$ cat config.mk
export PLATFORM = sky130hd
export DESIGN_NAME = config_stream_loader
export DESIGN_NICKNAME = d
export VERILOG_FILES = /design/src/rtl/config_stream_loader.sv
export SDC_FILE = /design/constraint.sdc
export NUM_CORES = 1
export LEC_CHECK = 0
export ABC_AREA = 1
export CORE_MARGIN = 3
export CORE_UTILIZATION = 51
export CTS_BUF_LIST = sky130_fd_sc_hd__clkbuf_4
export CTS_CLUSTER_DIAMETER = 100
export CTS_CLUSTER_SIZE = 16
export DETAILED_ROUTE_END_ITERATION = 6
export MAX_ROUTING_LAYER = met4
export PLACE_DENSITY = 0.78
export SLEW_MARGIN = 20
export SYNTH_ARGS = -nofsm -noshare
export SYNTH_HDL_FRONTEND = slang
export SYNTH_SLANG_ARGS = --single-unit
$ cat constraint.sdc
create_clock -name clk -period 1.93 [get_ports clk]
set_input_delay 0.386 -clock clk [delete_from_list [all_inputs] [get_ports clk]]
set_output_delay 0.386 -clock clk [all_outputs]
set_load 0.005 [all_outputs]
$ cat src/rtl/config_stream_loader.sv
// Configuration bitstream loader: packs 8-byte records (addr then data, LSB first)
// into single-cycle writes on the fabric-wide configuration bus.
module config_stream_loader (
    input  logic        clk,
    input  logic        reset,
    input  logic        in_valid,
    input  logic [7:0]  in_data,
    output logic        in_ready,
    output logic [31:0] config_addr,
    output logic [31:0] config_data,
    output logic        config_done,
    output logic [15:0] config_count
);

    localparam int unsigned ADDR_W = 32;
    localparam int unsigned DATA_W = 32;
    localparam int unsigned CNT_W  = 16;

    localparam logic [ADDR_W-1:0] IDLE_ADDR = 32'h0000_0000;
    localparam logic [ADDR_W-1:0] TERM_ADDR = 32'hFFFF_FFFF;

    typedef enum logic [1:0] {
        COLLECT = 2'd0,
        ISSUE   = 2'd1,
        DONE    = 2'd2
    } state_t;

    state_t            state;
    logic [2:0]        byte_idx;
    logic [ADDR_W-1:0] addr_q;
    logic [DATA_W-1:0] data_q;
    logic              accept;

    // in_ready mirrors COLLECT, so a transfer is decided from state alone
    assign accept = in_valid && (state == COLLECT);

    always_ff @(posedge clk or negedge reset) begin
        if (!reset) begin
            state        <= COLLECT;
            byte_idx     <= 3'd0;
            addr_q       <= '0;
            data_q       <= '0;
            in_ready     <= 1'b1;
            config_addr  <= IDLE_ADDR;
            config_data  <= '0;
            config_done  <= 1'b0;
            config_count <= '0;
        end else begin
            case (state)
                COLLECT: begin
                    if (accept) begin
                        byte_idx <= byte_idx + 3'd1;
                        if (!byte_idx[2]) begin
                            addr_q[{byte_idx[1:0], 3'b000} +: 8] <= in_data;
                        end else begin
                            data_q[{byte_idx[1:0], 3'b000} +: 8] <= in_data;
                        end
                        // Last byte: address is complete; data top byte comes straight from the input
                        if (byte_idx == 3'd7) begin
                            in_ready <= 1'b0;
                            if (addr_q == TERM_ADDR) begin
                                state       <= DONE;
                                config_done <= 1'b1;
                            end else begin
                                state       <= ISSUE;
                                config_addr <= addr_q;
                                config_data <= {in_data, data_q[23:0]};
                            end
                        end
                    end
                end
                ISSUE: begin
                    state       <= COLLECT;
                    in_ready    <= 1'b1;
                    config_addr <= IDLE_ADDR;
                    config_data <= '0;
                    if (config_count != {CNT_W{1'b1}}) begin
                        config_count <= config_count + 16'd1;
                    end
                end
                DONE: begin
                    in_ready <= 1'b0;
                end
                default: begin
                    state       <= COLLECT;
                    in_ready    <= 1'b1;
                    config_addr <= IDLE_ADDR;
                    config_data <= '0;
                end
            endcase
        end
    end

endmodule

==> impl_metrics.json <==
{
  "status": "complete, no violations",
  "skew_ps": 16.5,
  "grt_usage_pct": 24.1,
  "grt_first_pass_wirelength_um": 26900,
  "routed_via_density": 5.42,
  "drc": 0,
  "ioPinCount": 93,
  "cts_made_buffers": 17,
  "ant_nets": 0,
  "crit_required_ps": 1540,
  "fmax_ghz": 0.539,
  "nets": 912,
  "clkTransAtPathRegs_ps": 120,
  "yosysUniqueCellTypes": 28,
  "core_area_um2": 12200,
  "die_area_um2": 14000,
  "critPathKind": "reg2out",
  "power_frac_clock_pct": 18.4,
  "avgSynthCellArea_um2": 8.37,
  "comb_power_share_pct": 32.7,
  "critPathMaxFanout": 2,
  "regArea_um2": 3580,
  "vias": 5828,
  "multi_input_area_um2": 2590,
  "synthTopCellsByCount": "nand2_1 (265), dfrtp_1 (142), nand3_1 (134)",
  "die_w_um": 118,
  "p_sw_share_pct": 36.1,
  "start_kind": "register",
  "initial_core_util_pct": 52.8,
  "ys_warn_count": 0,
  "worst_path_dominant_cell_family": "buffers and inverters",
  "cts.sinks": 143,
  "wire_per_inst_um": 15.0,
  "cellPowerDensity_nw_per_um2": 1130,
  "synth_top_cell_by_area": "dfrtp_1",
  "cts_buffer_depth": 2,
  "leakagePower_nw": 4.21,
  "finalSetupViolCount": 0,
  "place.gp.congestion": 0.913,
  "arrival_ps": 1470,
  "drive_gt1_share_pct": 10.8,
  "insertion_delay_ps": 550,
  "postSynthCellCount": 771,
  "fillers": 1018,
  "peakVddDrop_mv": 0.524,
  "synthesis.area_um2": 6450,
  "reg2reg_from": "byte_idx[1]",
  "period_minus_slack_ps": 1860,
  "dpl.hpwl_um": 10900,
  "dr.pass1.iters": 5,
  "max_stage_delay_ps": 530,
  "io_buffers": 92,
  "cp-end-kind": "output port",
  "critPathBufInv": 1,
  "cts_htree_levels": 4,
  "antenna_found_initial": 0,
  "slowest_stage": "clkdlybuf4s50_1",
  "internal-power_mw": 5.84,
  "syn_nets": 789,
  "synth_edf_count": 0,
  "async_flop_share_pct": 100,
  "hp-class": "in2async",
  "hold_viol_final": 0,
  "path_cells": "clkdlybuf4s50_1",
  "yosysMostFrequentCell": "nand2_1",
  "dp_cells": 1018,
  "rows": 40,
  "period_share_pct": 96.2,
  "seq_power_share_pct": 48.9,
  "grt_overflow": 0,
  "ys_seq_area_share_pct": 55.5,
  "whs_ps": 298,
  "startpoint": "config_data[12]",
  "cts_root_buf": "clkbuf_4",
  "dieHeight_um": 118,
  "first_iter_violations": 608,
  "slew_headroom_pct": 59.3,
  "diodes": 0,
  "synth_top_area_share_pct": 55.1,
  "final_cells": 1075,
  "grt_max_degree": 67,
  "cts_tree": "built",
  "maxSlewViolCount": 0,
  "rsz0062_at_grt": "no",
  "setup_tns_ps": 0,
  "area_growth_pct": 25.9,
  "synth_seq_cells": 143,
  "drt_wl_total_um": 16100,
  "first_global_vias": 5426,
  "synth_ff_type": "dfrtp_1",
  "tightestPinTransition_ps": 610,
  "switchingPower_mw": 3.30,
  "drv_cap": 0,
  "ys_top_cells_by_area": "dfrtp_1 (55%), nand2_1 (15%), nand3_1 (10%)"
}
final cells by class:
cell class,instances,area share (%)
Timing Repair Buffer,141,17.2
Inverter,27,1.36
Tap cell,168,2.59
Clock inverter,14,1.25
Clock buffer,18,1.66
Sequential cell,143,44.1
Multi-Input combinational cell,564,31.9
worst register-to-register path, cell delays in order, from the launching register on:
cell and delay, ps:
dfrtp_1 410, inv_1 100, ha_1 340, clkinvlp_4 190
nor2_2 140, nand2_1 170, nor2_1 210, nand2_1 100
nand2_1 70
routing by layer:
layer | GRT usage, % | part of all wire, % | vias to the layer above
met5 | - | 0 | -
met4 | 6.81 | 1.1 | 0
met3 | 5.69 | 6.0 | 22
met2 | 35.7 | 46 | 207
met1 | 33.6 | 47 | 2824
li1 | - | - | 2775
power by group through the flow:
stage                     clock network [mW]  logic, mW  registers (mW)
final                                   1.68       2.99            4.47
after global routing                    1.85       3.34            4.59
after CTS                               1.72       2.92            4.46
after detailed placement                   0       2.87            4.52
after global placement                     0       2.78            4.50
after floorplan                            0       1.47            4.40
cell families after synthesis:
group | synth area share, %
compound gates | 4.93
xor+xnor | 1.63
fa+ha+maj | 1.36
buf+inv | 4.63
flops | 55.5
simple gates | 32.0
through the flow:
step           util [%]  worst slack, ps  cell area [um2]  total power [mW]
5_1_grt            66.5             4.10             8120              9.78
3_5_place_dp       62.6             9.91             7650              7.39
4_1_cts            65.4            0.124             7990              9.10
2_1_floorplan         -             42.5             6450              5.87
3_3_place_gp       62.6             75.3             7650              7.28
6_report           66.5             73.1             8120              9.14
state kept, by name, indices dropped and copies added, names as in the netlist:
register      count
addr_q           32
byte_idx          3
config_addr      32
config_count     16
config_data      32
config_done       1
data_q           24
in_ready          1
state             2
final timing paths:
kind / endpoint / slack [ps] / cells after the start
hold / removal: config_data[13] / 300 / 2
hold reg to reg: state[0] / 490 / 1
min in group clk: state[0] / 490 / 1
setup / recovery: config_data[12] / 70 / 1
max in group asynchronous: config_addr[24] / 1030 / 3
setup reg to reg: data_q[17] / 140 / 8
what timing repair did:
action / 4_1_cts / 5_1_grt
endpoints found under the hold margin: 36 / 0
hold buffers: 1 / 0
buffers inserted: 12 / 11
endpoints found under the setup margin: 15 / 40
cloned: 0 / 1
resized for setup: 4 / 9
cells in the final DEF, fill, tap and decap left out, drive strengths merged, types with 10 or more instances in the layout:
cell           Yosys  final
dfrtp            142    142
nor2              57     57
nand3            136    136
nand2            268    268
clkbuf            21     19
buf               16     48
inv               26     26
o21ai             62     62
clkdlybuf4s50      0     86
clkinv             1     10
No activity file was read; power rests on OpenSTA's default activity.
